===== src/rtl/clock_pkg.sv =====
// ============================================================================
// Module      : clock_pkg
// Description : Shared widths, blank code and display-format enum for the
//               hour counter and its BCD decoder.
// Revision    : 1.0 - initial release
// ============================================================================
`default_nettype none

package clock_pkg;
  localparam int HOUR_W = 5;
  localparam int BCD_W  = 4;
  localparam logic [BCD_W-1:0] BCD_BLANK = 4'hF;

  typedef enum logic {
    FMT12 = 1'b0,
    FMT24 = 1'b1
  } hour_fmt_t;
endpackage

`default_nettype wire


===== src/rtl/hour_bcd_decode.sv =====
// ============================================================================
// Module      : hour_bcd_decode
// Description : Combinational binary-hour to BCD tens/ones in 12h or 24h form.
//               Optional macro HOUR_LEAD_BLANK_EN blanks a 12h leading zero.
// Revision    : 1.0 - initial release
// ============================================================================
`default_nettype none

module hour_bcd_decode
  import clock_pkg::*;
(
  input  logic [HOUR_W-1:0] hour,
  input  hour_fmt_t         fmt,
  output logic [BCD_W-1:0]  tens,
  output logic [BCD_W-1:0]  ones
);

  logic [HOUR_W-1:0] h12;
  logic [HOUR_W-1:0] val;
  logic [BCD_W-1:0]  tens_raw;
  logic [BCD_W-1:0]  sub_lo;

  always_comb begin
    h12 = (hour >= HOUR_W'(12)) ? hour - HOUR_W'(12) : hour;
    if (h12 == '0) h12 = HOUR_W'(12);
    val = (fmt == FMT24) ? hour : h12;

    // val - 10*tens is below 10, so subtracting the low nibble mod 16 is exact.
    if (val >= HOUR_W'(30)) begin
      tens_raw = 4'd3;
      sub_lo   = 4'd14;
    end else if (val >= HOUR_W'(20)) begin
      tens_raw = 4'd2;
      sub_lo   = 4'd4;
    end else if (val >= HOUR_W'(10)) begin
      tens_raw = 4'd1;
      sub_lo   = 4'd10;
    end else begin
      tens_raw = 4'd0;
      sub_lo   = 4'd0;
    end

    ones = val[BCD_W-1:0] - sub_lo;
    tens = tens_raw;
`ifdef HOUR_LEAD_BLANK_EN
    if ((fmt == FMT12) && (tens_raw == 4'd0)) tens = BCD_BLANK;
`else
`endif
  end

endmodule

`default_nettype wire


===== src/rtl/hour_counter_bcd.sv =====
// ============================================================================
// Module      : hour_counter_bcd
// Description : Hour counter (mod 12/24) with load, day carry and registered
//               BCD display. Optional macro HOUR_LEAD_BLANK_EN (see decoder).
// Revision    : 1.0 - initial release
// ============================================================================
`default_nettype none

module hour_counter_bcd
  import clock_pkg::*;
#(
  parameter int MOD        = 24,
  parameter int RESET_HOUR = 0
) (
  input  logic              clk,
  input  logic              rst,
  input  logic              tick,
  input  logic              set_en,
  input  logic [HOUR_W-1:0] set_hour,
  input  logic              mode24,
  output logic [HOUR_W-1:0] hour_bin,
  output logic [BCD_W-1:0]  hour10,
  output logic [BCD_W-1:0]  hour1,
  output logic              pm,
  output logic              day_carry,
  output logic              set_err
);

  generate
    if ((MOD != 12) && (MOD != 24)) begin : g_bad_mod
      $error("hour_counter_bcd: MOD must be 12 or 24");
    end
    if ((RESET_HOUR < 0) || (RESET_HOUR >= MOD)) begin : g_bad_reset
      $error("hour_counter_bcd: RESET_HOUR must be in 0..MOD-1");
    end
  endgenerate

  localparam logic [HOUR_W-1:0] MOD_V    = HOUR_W'(MOD);
  localparam logic [HOUR_W-1:0] LAST_V   = HOUR_W'(MOD - 1);
  localparam logic [HOUR_W-1:0] RESET_V  = HOUR_W'(RESET_HOUR);
  localparam logic [BCD_W-1:0]  RST_TENS = BCD_W'(RESET_HOUR / 10);
  localparam logic [BCD_W-1:0]  RST_ONES = BCD_W'(RESET_HOUR % 10);
  localparam logic              RST_PM   = (MOD == 24) && (RESET_HOUR >= 12);

  logic [HOUR_W-1:0] hour_bin_q, hour_bin_d;
  logic [BCD_W-1:0]  hour10_q, hour10_d;
  logic [BCD_W-1:0]  hour1_q, hour1_d;
  logic              pm_q, pm_d;
  logic              day_carry_q, day_carry_d;
  logic              set_err_q, set_err_d;
  logic              armed_q, armed_d;
  hour_fmt_t         fmt;
  logic [BCD_W-1:0]  dec_tens;
  logic [BCD_W-1:0]  dec_ones;

  hour_bcd_decode u_decode (
    .hour (hour_bin_q),
    .fmt  (fmt),
    .tens (dec_tens),
    .ones (dec_ones)
  );

  always_comb begin
    fmt         = mode24 ? FMT24 : FMT12;
    hour_bin_d  = hour_bin_q;
    day_carry_d = 1'b0;
    set_err_d   = 1'b0;
    armed_d     = 1'b1;

    // armed_q stays low through the first edge after reset release.
    if (armed_q) begin
      if (set_en) begin
        if (set_hour >= MOD_V) set_err_d = 1'b1;
        else                   hour_bin_d = set_hour;
      end else if (tick) begin
        if (hour_bin_q == LAST_V) begin
          hour_bin_d  = '0;
          day_carry_d = 1'b1;
        end else begin
          hour_bin_d = hour_bin_q + HOUR_W'(1);
        end
      end
    end

    hour10_d = dec_tens;
    hour1_d  = dec_ones;
    pm_d     = (MOD == 24) ? (hour_bin_q >= HOUR_W'(12)) : 1'b0;
  end

  always_ff @(posedge clk or posedge rst) begin
    if (rst) begin
      hour_bin_q  <= RESET_V;
      hour10_q    <= RST_TENS;
      hour1_q     <= RST_ONES;
      pm_q        <= RST_PM;
      day_carry_q <= 1'b0;
      set_err_q   <= 1'b0;
      armed_q     <= 1'b0;
    end else begin
      hour_bin_q  <= hour_bin_d;
      hour10_q    <= hour10_d;
      hour1_q     <= hour1_d;
      pm_q        <= pm_d;
      day_carry_q <= day_carry_d;
      set_err_q   <= set_err_d;
      armed_q     <= armed_d;
    end
  end

  assign hour_bin  = hour_bin_q;
  assign hour10    = hour10_q;
  assign hour1     = hour1_q;
  assign pm        = pm_q;
  assign day_carry = day_carry_q;
  assign set_err   = set_err_q;

endmodule

`default_nettype wire

===== config.mk =====
export PLATFORM = sky130hd
export DESIGN_NAME = hour_counter_bcd
export DESIGN_NICKNAME = d
export VERILOG_FILES = /design/src/rtl/clock_pkg.sv /design/src/rtl/hour_bcd_decode.sv /design/src/rtl/hour_counter_bcd.sv
export SDC_FILE = /design/constraint.sdc
export NUM_CORES = 1
export LEC_CHECK = 0
export ABC_AREA = 1
export BUFFER_PORTS_ARGS = -buffer_cell sky130_fd_sc_hd__buf_4
export CAP_MARGIN = 20
export CELL_PAD_IN_SITES_DETAIL_PLACEMENT = 0
export CELL_PAD_IN_SITES_GLOBAL_PLACEMENT = 1
export CORE_MARGIN = 3
export CORE_UTILIZATION = 36
export DETAILED_ROUTE_END_ITERATION = 8
export GPL_TIMING_DRIVEN = 0
export PLACE_DENSITY = 0.85
export SLEW_MARGIN = 15
export SYNTH_ARGS = -nofsm -noshare
export SYNTH_HDL_FRONTEND = slang
export SYNTH_SLANG_ARGS = --single-unit

===== constraint.sdc =====
create_clock -name clk -period 2.4 [get_ports clk]
set_input_delay 0.24 -clock clk [delete_from_list [all_inputs] [get_ports clk]]
set_output_delay 0.24 -clock clk [all_outputs]
set_load 0.03 [all_outputs]

==> out/metrics.csv, run 1 <==
stage,metric,value,unit
setup_path,Crit Path Max Fanout,4,
pwr,PwrDens,963,nW/um2
layout,fin nets,173,
timing,Worst slew margin,62.5,%
layout,ratio of cells with drive above 1 in the final layout,49.4,%
route,vias per cell,4.68,
floorplan,die span in x,57.5,um
pwr,Tot Pwr,1310,uW
layout,post-layout utilization of the core,54.6,%
timing,Fin. Hold Viols,0,
clock_network,clock net sink count,15,
status,status,"complete, no violations",
placement,Post-DP Area,1170,um2
layout,fin cells,186,
synth,"area leader, netlist",dfrtp_1,
timing,max-slew violation count,0,
placement,GPL Wtd Cong,0.867,
clock_network,clock transition at the registers of the reported paths,0.09,ns
global_route,global route hottest layer,met2,
floorplan,Starting Density,38.2,%
global_route,initial antenna violation count,0,
floorplan,total die area,3310,um2
setup_path,Reg2Reg Setup Slack,0.07,ns
clock_network,clock buffer depth,2,
placement,Detail Placement HPWL,1470,um
global_route,first-pass GRT wire length,3190,um
timing,min cycle time layout,2.33,ns
timing,RSZ-0062 raised after global routing,true,
synth,"flops & latches, synth",15,
layout,final instance area,1360,um2
setup_path,Register-to-Register Path Depth,15,
setup_path,"Cell Chain, Critical Path",ha_4 > nand2_4 > nand3_4 > nand2_2 > nand2_2 > nor2_4 > nand2_2 > nand2_4 > nand2_4 > o21ai_4 > ha_2 > inv_2 > fa_2 > nand2_1 > nand2_1,
global_route,met1 Track Usage GR,17.4,%
placement,DP Cell Count,174,
synth,cell area after synthesis,956,um2
setup_path,"Arr. time, crit path",2.50,ns
timing,final period utilization,97.1,%
floorplan,chip height,57.5,um
floorplan,# rows,18,
floorplan,# IOs,26,
clock_network,CTS Buf Count,3,
worst_hold_path,Worst Hold Class,in2async,
clock_network,CTS tree,built,
global_route,vias in the first global route,734,
timing,Setup Skew,0.00940,ns
clock_network,# hold bufs at CTS,0,
global_route,largest net degree at the start of global routing,16,
global_route,global-route usage over all layers,12.7,%
placement,IO Port Bufs,22,
global_route,met3 GRT Util,2.04,%
synth,Synth area leaders,"dfrtp_1, nand2_1, ha_1",
timing,Max Fclk,429,MHz
setup_path,CP endpoint kind,register,
synth,post-synthesis cell count,121,
route,mean routed wirelength per cell,11.2,um
timing,Worst Max-Slew Pin Slew,0.563,ns
run,MaxCap Viol Count,0,
layout,P&R area growth vs syn,42.7,%
route,initial drt markers,19,
layout,n_diodes,0,
floorplan,core area,2500,um2
setup_path,crit-path leading delay family,simple AND/OR/NAND/NOR gates,
setup_path,CP max-delay cell,dfrtp_2,
synth,Mean Syn Cell Area,7.90,um2
setup_path,CP Launch Type,register,
clock_network,Max H-tree Level,1,
pwr,worst vdd ir,0.652,mV
route,router iterations before antenna repair,4,
synth,post-synth top area share,39.3,%
global_route,grt met2 use,19.5,%
route,# DRC,0,
clock_network,Skew-Pair Late Insertion Delay,0.28,ns
synth,post-synthesis sequential area ratio,39.3,%
setup_path,Worst Path Required,2.57,ns
setup_path,worst path bufs/invs,1,
route,total number of vias,870,
pwr,Leak,0.000707,uW
setup_path,max incr delay on CP,0.46,ns
synth,YS warnings,0,
route,Antenna Violating Nets Remaining,0,
global_route,grt ovf,0,
clock_network,root buf cell,clkbuf_4,
setup_path,Crit Path Category,reg2reg,
route,WL final,2080,um
synth,Synth cell types,24,
layout,fill cell total of the finished layout,241,
setup_path,Crit. path cell count,15,
timing,# setup viols final,0,
==> routing by layer <==
layer  wire (um)  up-vias  part of all wire [%]
li1            -      448                     -
met1        1000      401                    48
met2         975       19                    47
met3          90        2                   4.3
met4          10        0                  0.48
met5           0        -                     0
==> layout make-up <==
cell class	instances	area, um2	area share [%]
Sequential cell	15	380	27.9
Buffer	3	20.0	1.47
Clock buffer	4	26.3	1.93
Inverter	19	71.3	5.23
Multi-Input combinational cell	85	599	43.9
Tap cell	30	37.5	2.75
Timing Repair Buffer	30	229	16.8
==> cells by family after synthesis <==
kind of cell / Yosys count / synth area share (%)
flip-flops: 15 / 39.3
adder cells (fa/ha/maj): 6 / 8.64
AND/OR/NAND/NOR: 59 / 30.4
AO/OA/AOI/OAI: 16 / 10.5
XOR/XNOR: 1 / 0.916
buffers and inverters: 22 / 9.55
other: 2 / 0.786
==> flip-flops by register name, indices dropped and copies added, names as in the netlist <==
name and count:
armed_q 1, day_carry 1, hour1 4, hour10 2, hour_bin 5, pm 1
set_err 1
==> Yosys cell counts <==
cell / instances
nand2_1: 29
inv_1: 16
dfrtp_1: 15
nand2_2: 10
nand3_1: 6
nor2_1: 6
ha_1: 5
o21ai_0: 5
a21oi_1: 4
a22oi_1: 3
inv_2: 3
nand3_2: 3
nand4_1: 3
buf_4: 2
conb_1: 2
a21boi_1: 1
a21boi_2: 1
buf_2: 1
fa_1: 1
nor2_2: 1
nor2_4: 1
o21ai_1: 1
o21ai_2: 1
xor2_1: 1
==> worst paths after layout <==
path                              from          end
setup / recovery           hour_bin[3]     hour1[3]
hold / removal                     rst      set_err
setup reg to reg           hour_bin[3]     hour1[3]
hold reg to reg                armed_q      set_err
max in group asynchronous          rst  hour_bin[1]
min in group clk                  tick    day_carry
==> through the flow <==
| stage | hold slack, ns | worst slack [ns] | TNS [ns] |
|---|---|---|---|
| 4_1_cts | 0.0363 | 0.00307 | 0 |
| 3_3_place_gp | 0.332 | -0.0536 | -0.0536 |
| 3_5_place_dp | 0.344 | -0.119 | -0.151 |
| 2_1_floorplan | 0.141 | 0.00997 | 0 |
| 5_1_grt | 0.0662 | -0.0632 | -0.0909 |
| 6_report | 0.00227 | 0.0697 | 0 |
==> layout by cell type (no fill, tap or decap), drive strengths merged <==
master	count
a21oi	4
buf	33
clkbuf	4
xor2	1
ha	5
o21ai	7
a21boi	2
nand2	39
dfrtp	15
conb	3
nand3	9
nor2	8
inv	19
nand4	3
a22oi	3
fa	1
==> report_power, final <==
group          switching (uW)  internal [uW]
Sequential               37.3            326
Combinational             487            319
Clock                    80.8           64.5
==> timing repair <==
action | CTS | global route
pin swaps | 1 | 16
resized for setup | 6 | 22
hold endpoints to repair | 0 | 0
setup endpoints to repair | 2 | 2
setup buffers | 4 | 4
Note: power is estimated with default switching activity, not from simulation.
==> inputs of run 2 (changes only) <==
--- a/config.mk
+++ b/config.mk
@@ -14,7 +14,8 @@
 export CORE_UTILIZATION = 36
 export DETAILED_ROUTE_END_ITERATION = 8
 export GPL_TIMING_DRIVEN = 0
-export PLACE_DENSITY = 0.85
+export PLACE_DENSITY_LB_ADDON = 0.3
+export REMOVE_ABC_BUFFERS = 1
 export SLEW_MARGIN = 15
 export SYNTH_ARGS = -nofsm -noshare
 export SYNTH_HDL_FRONTEND = slang
==> run 2 against run 1 <==
  * Worst hold slack about the same
  * Global-route usage increased by 0.83 points
  * Register-to-register slack improved by 0.04 ns
  * Combinational power increased by 7.1%
  * Largest power group unchanged
  * Critical path depth unchanged
  * Largest cell class unchanged
  * Critical endpoint unchanged
  * Sequential power about the same
  * Setup slack improved by 0.045 ns
  * Core utilization increased by 1.6 points
  * Critical path type unchanged
  * Cell count increased by 3.2%
  * Power increased by 4.4%
==> out/metrics.csv, run 2 (synthesis results as in run 1) <==
stage,metric,value,unit,change
setup_path,CP Launch Type,register,,
timing,final hold slack,0.00226,ns,-0.00000994 ns
setup_path,Reg-to-Reg Start,hour_bin[3],,
setup_path,CP startpoint,hour_bin[3],,
clock_network,# hold bufs at CTS,0,,unchanged
clock_network,root buf cell,clkbuf_4,,
global_route,largest net degree at the start of global routing,16,,unchanged
route,router iterations before antenna repair,6,,+2
timing,final period utilization,95.2,%,-1.9 points
global_route,grt ovf,0,,unchanged
placement,DP Cell Count,172,,-1.1%
layout,fin nets,179,,+3.5%
clock_network,clock transition at the registers of the reported paths,0.09,ns,about the same
layout,n_diodes,0,,unchanged
layout,number of flip-flops under the largest register name,5,,unchanged
global_route,initial antenna violation count,0,,unchanged
setup_path,crit path to,hour1[3],,
layout,"leading cell type in the layout, fill and taps excluded",buf_4,,
setup_path,max incr delay on CP,0.46,ns,about the same
route,initial drt markers,7,,-12
setup_path,Crit. path cell count,15,,unchanged
placement,Setup WS pre-CTS,-0.158,ns,-0.0388 ns
setup_path,RR Endpoint,hour1[3],,
run,MaxCap Viol Count,0,,unchanged
placement,IO Port Bufs,23,,+4.5%
floorplan,total die area,3310,um2,unchanged
pwr,Leak,0.000738,uW,+4.4%
timing,Fin. Hold Viols,0,,unchanged
clock_network,clock net sink count,15,,unchanged
worst_hold_path,Worst Hold Class,in2async,,
setup_path,"Cell Chain, Critical Path",ha_4 > nand2_4 > nand3_4 > nand2_2 > nand2_2 > nor2_4 > nand2_2 > nand2_4 > nand2_4 > o21ai_2 > ha_2 > inv_2 > fa_2 > nand2_1 > nand2_1,,
layout,ratio of cells with drive above 1 in the final layout,52.5,%,+3.1 points
timing,Worst Max-Slew Pin Slew,0.571,ns,+0.00846 ns
layout,post-layout utilization of the core,56.1,%,+1.6 points
layout,P&R area growth vs syn,46.7,%,
setup_path,CP max-delay cell,dfrtp_2,,
status,status,"complete, no violations",,
clock_network,clock buffer depth,2,,unchanged
setup_path,Crit Path Max Fanout,4,,unchanged
setup_path,Worst Path Required,2.59,ns,+0.02 ns
layout,fin cells,192,,+3.2%
floorplan,core area,2500,um2,unchanged
setup_path,Register-to-Register Path Depth,15,,unchanged
pwr,worst vdd ir,0.592,mV,-9.2%
timing,fin worst setup slack,0.114,ns,+0.0448 ns
global_route,first-pass GRT wire length,3490,um,+9.3%
clock_network,Max H-tree Level,1,,unchanged
global_route,vias in the first global route,808,,+10%
setup_path,crit-path leading delay family,simple AND/OR/NAND/NOR gates,,
setup_path,Crit Path Category,reg2reg,,
route,mean routed wirelength per cell,12.0,um,+6.9%
timing,max-slew violation count,0,,unchanged
floorplan,# IOs,26,,unchanged
placement,Detail Placement HPWL,1570,um,+6.5%
clock_network,CTS tree,built,,
placement,GPL Wtd Cong,0.793,,-8.5%
timing,min cycle time layout,2.29,ns,-0.0448 ns
timing,# setup viols final,0,,unchanged
global_route,global-route usage over all layers,13.5,%,+0.83 points
floorplan,Starting Density,38.2,%,unchanged
setup_path,"Arr. time, crit path",2.47,ns,-0.03 ns
clock_network,CTS Buf Count,3,,unchanged
setup_path,CP endpoint kind,register,,
setup_path,worst path bufs/invs,1,,unchanged
route,total number of vias,889,,+2.2%
timing,Setup Skew,0.00483,ns,-0.00457 ns
route,WL final,2300,um,+10%
pwr,PwrDens,978,nW/um2,+1.5%
timing,Worst slew margin,61.9,%,-0.56 points
layout,most frequent cells in the layout,"buf_4, nand2_1, dfrtp_1, nand2_2, inv_1",,
route,Antenna Violating Nets Remaining,0,,unchanged
setup_path,Reg2Reg Setup Slack,0.11,ns,+0.04 ns
pwr,Tot Pwr,1370,uW,+4.4%
floorplan,die span in x,57.5,um,unchanged
route,# DRC,0,,unchanged
clock_network,Skew-Pair Late Insertion Delay,0.28,ns,about the same
floorplan,chip height,57.5,um,unchanged
timing,Max Fclk,438,MHz,+2.0%
floorplan,# rows,18,,unchanged
route,vias per cell,4.63,,-1.0%
[run 2: cell count changes in the layout (fill, tap and decap cells not counted), sizes merged]
cell	before	now
buf	33	39
clkbuf	4	3
clkinv	0	1
[run 2: timing repair]
action,in CTS,in global routing
gates resized for setup,5,25
pin swaps,0,18
setup buffers,5,11
endpoints found under the setup margin,2,2
gates cloned,0,0
[run 2: worst min-delay path by stage]
stage / start / endpoint / slack, ns / cells past startpoint
2_1_floorplan: rst / armed_q / 0.14 / 1
3_3_place_gp: rst / hour10[1] / 0.34 / 2
3_5_place_dp: rst / hour1[1] / 0.35 / 2
4_1_cts: rst / hour1[1] / 0.03 / 2
5_1_grt: rst / hour1[1] / 0.05 / 2
6_report: rst / hour1[1] / 0.002 / 2
[run 2: cell type report]
type	instances	area, um2
clock buffer	3	22.5
clock inverter	1	5.00
fill	232	1100
inverter	19	71.3
multi-input combinational	85	592
sequential	15	378
tap	30	37.5
timing repair buffer	39	297
[run 2: metrics by stage]
stage          TNS [ns]  instance area (um2)
6_report              0                 1400
5_1_grt         -0.0124                 1400
3_3_place_gp     -0.117                 1150
4_1_cts               0                 1230
2_1_floorplan    -0.125                  940
3_5_place_dp     -0.224                 1150
[run 2: worst register-to-register path, stage by stage, from the launching register on]
cell and delay, ns:
dfrtp_2 0.46, ha_4 0.20, nand2_4 0.08, nand3_4 0.08
nand2_2 0.07, nand2_2 0.06, nor2_4 0.16, nand2_2 0.10
nand2_4 0.08, nand2_4 0.06, o21ai_2 0.16, ha_2 0.19
inv_2 0.04, fa_2 0.36, nand2_1 0.07, nand2_1 0.05
[run 2: power breakdown]
group / switching (uW) / internal, uW / total (uW)
Sequential: 39.0 / 325 / 364
Combinational: 504 / 359 / 862
Clock: 84.0 / 61.9 / 146
Total: 627 / 745 / 1370
[run 2: routing by layer]
metal	up-vias	global-route usage, %	part of all wire (%)
met3	0	4.52	5.8
li1	459	-	-
met4	0	1.99	0
met1	410	16.4	41
met5	-	0	0
met2	20	23.7	53
==> inputs of run 3 (changes only) <==
--- a/config.mk
+++ b/config.mk
@@ -7,13 +7,11 @@
 export LEC_CHECK = 0
 export ABC_AREA = 1
 export BUFFER_PORTS_ARGS = -buffer_cell sky130_fd_sc_hd__buf_4
-export CAP_MARGIN = 20
 export CELL_PAD_IN_SITES_DETAIL_PLACEMENT = 0
 export CELL_PAD_IN_SITES_GLOBAL_PLACEMENT = 1
 export CORE_MARGIN = 3
-export CORE_UTILIZATION = 36
+export CORE_UTILIZATION = 33
 export DETAILED_ROUTE_END_ITERATION = 8
-export GPL_TIMING_DRIVEN = 0
 export PLACE_DENSITY_LB_ADDON = 0.3
 export REMOVE_ABC_BUFFERS = 1
 export SLEW_MARGIN = 15
==> constraint.sdc (replaced) <==
create_clock -name clk -period 1.9 [get_ports clk]
set_input_delay 0.19 -clock clk [delete_from_list [all_inputs] [get_ports clk]]
set_output_delay 0.19 -clock clk [all_outputs]
set_load 0.03 [all_outputs]
==> run 3 against run 2 <==
  * The run now ends with setup timing left
  * Register-to-register slack worse by 0.44 ns
  * Non-clock buffer count up 17
  * Power up 39%
  * First-iteration DRC count rose to 4.0 times the previous value
  * Wire length up 8.3%
  * Sequential share of layout area down 2.9 points
  * Setup slack worse by 0.44 ns
  * Critical endpoint unchanged
  * Largest power group unchanged
==> out/metrics.csv, run 3 (synthesis results as in run 1) <==
stage,metric,value,unit,change
status,status,"complete, but fails checks",,
status,violated checks,setup timing,,
pwr,Leak,0.000826,uW,+12%
floorplan,core area,2610,um2,+4.5%
setup_path,Critical Path Most Common Cell,inv_2,,
clock_network,CTS Buf Count,3,,unchanged
timing,Fin. Hold Viols,0,,unchanged
setup_path,CP Launch Type,register,,
clock_network,clock transition at the registers of the reported paths,0.10,ns,about the same
route,Antenna Violating Nets Remaining,0,,unchanged
route,router iterations before antenna repair,4,,-2
placement,GPL Wtd Cong,0.839,,+5.8%
global_route,global-route usage over all layers,15.0,%,+1.4 points
clock_network,clock net sink count,15,,unchanged
timing,# setup viols final,2,,+2
floorplan,die span in x,59.8,um,+4.0%
placement,Detail Placement HPWL,1760,um,+12%
clock_network,clock buffer depth,2,,unchanged
placement,Setup WS pre-CTS,-0.499,ns,-0.341 ns
route,WL final,2490,um,+8.3%
pwr,worst vdd ir,0.896,mV,+51%
pwr,Tot Pwr,1910,uW,+39%
floorplan,# IOs,26,,unchanged
global_route,largest net degree at the start of global routing,16,,unchanged
placement,Post-DP Area,1330,um2,+16%
setup_path,Crit Path Category,reg2reg,,
timing,Worst slew margin,59.8,%,-2.1 points
timing,Worst Max-Slew Pin Slew,0.603,ns,+0.0318 ns
clock_network,CTS tree,built,,
setup_path,CP endpoint kind,register,,
floorplan,chip height,59.8,um,+4.0%
timing,RSZ-0062 raised after global routing,true,,
setup_path,Worst Path Required,2.13,ns,-0.46 ns
setup_path,"Arr. time, crit path",2.45,ns,-0.02 ns
floorplan,Starting Density,36.6,%,-1.6 points
timing,min cycle time layout,2.22,ns,-0.0628 ns
clock_network,Skew-Pair Late Insertion Delay,0.28,ns,about the same
layout,ratio of cells with drive above 1 in the final layout,54.2,%,+1.7 points
pwr,PwrDens,1220,nW/um2,+25%
layout,"leading cell type in the layout, fill and taps excluded",buf_4,,
layout,fin nets,196,,+9.5%
layout,n_diodes,0,,unchanged
route,# DRC,0,,unchanged
clock_network,root buf cell,clkbuf_4,,
global_route,initial antenna violation count,0,,unchanged
layout,P&R area growth vs syn,63.1,%,
setup_path,"Cell Chain, Critical Path",buf_6 > ha_4 > inv_2 > nand2_1 > nand2_2 > a21boi_2 > nand2_2 > o21ai_4 > ha_4 > inv_2 > fa_2 > inv_2 > nand3_2 > nand2_1,,
setup_path,worst path bufs/invs,4,,+3
layout,number of flip-flops under the largest register name,5,,unchanged
route,initial drt markers,28,,+21
clock_network,Max H-tree Level,1,,unchanged
timing,fin worst setup slack,-0.323,ns,-0.437 ns
route,mean routed wirelength per cell,11.9,um,-0.53%
global_route,first-pass GRT wire length,4040,um,+16%
route,vias per cell,4.61,,-0.38%
worst_hold_path,Worst Hold Class,in2reg,,
timing,Max Fclk,450,MHz,+2.8%
run,MaxCap Viol Count,0,,unchanged
timing,max-slew violation count,0,,unchanged
setup_path,max incr delay on CP,0.43,ns,-0.03 ns
global_route,grt ovf,0,,unchanged
placement,IO Port Bufs,23,,unchanged
timing,final hold slack,0.152,ns,+0.150 ns
layout,post-layout utilization of the core,59.7,%,+3.6 points
layout,final instance area,1560,um2,+11%
setup_path,CP max-delay cell,dfrtp_1,,
setup_path,Crit Path Max Fanout,7,,+3
timing,final period utilization,117,%,+22 points
timing,Setup Skew,0.000758,ns,-0.00407 ns
global_route,vias in the first global route,940,,+16%
route,total number of vias,964,,+8.4%
floorplan,# rows,18,,unchanged
setup_path,crit-path leading delay family,adder cells,,
floorplan,total die area,3580,um2,+8.1%
layout,most frequent cells in the layout,"buf_4, nand2_1, dfrtp_1, inv_1, nand2_2",,
setup_path,Reg2Reg Setup Slack,-0.32,ns,-0.44 ns
[run 3: cell count changes in the layout (fill, tap and decap cells not counted), sizes merged]
cell         previous run  this run
dlygate4sd3             0         1
buf                    39        55
[run 3: worst register-to-register path: cells and delay by family, from the launching register on]
family / cells / cell delay [ns]
flip-flops: 1 / 0.43
adder cells (fa/ha/maj): 3 / 0.74
buffers and inverters: 4 / 0.28
AO/OA/AOI/OAI: 2 / 0.34
AND/OR/NAND/NOR: 5 / 0.38
[run 3: final cells by class]
type,count,area (um2)
fillers,233,1050
well taps,30,37.5
multi-input cells,85,617
clock buffers,3,22.5
inverters,19,71.3
clock inverters,1,5.00
flip-flops and latches,15,375
repair buffers,56,430
[run 3: repair_timing]
action / in CTS / in global routing
setup endpoints to repair: 3 / 5
gates resized for setup: 18 / 13
hold buffers: 1 / 0
pin swaps: 9 / 4
endpoints found under the hold margin: 15 / 0
setup buffers: 7 / 1
cloned: 0 / 0
[run 3: final timing paths]
path / start / endpoint / cells past startpoint
max: hour_bin[2] / hour1[3] / 14
min: tick / day_carry / 3
max reg2reg: hour_bin[2] / hour1[3] / 14
min reg2reg: armed_q / set_err / 2
max in group asynchronous: rst / pm / 3
min in group asynchronous: rst / day_carry / 3
[run 3: metal layers]
layer / vias to the layer above / share of wire (%) / GRT usage [%]
li1: 491 / - / -
met1: 438 / 44 / 18.8
met2: 29 / 48 / 24.8
met3: 6 / 5.6 / 3.02
met4: 0 / 2.5 / 6.01
met5: - / 0 / 0
[run 3: per-stage QoR]
step / TNS (ns) / std cells
2_1_floorplan: -1.32 / 119
3_3_place_gp: -0.721 / 196
3_5_place_dp: -0.991 / 196
4_1_cts: -0.682 / 208
5_1_grt: -1.10 / 209
6_report: -0.639 / 209
[run 3: power by group]
part / switching, uW / internal, uW
Combinational: 694 / 577
Clock: 112 / 78.0
Sequential: 41.7 / 408
Total: 847 / 1060
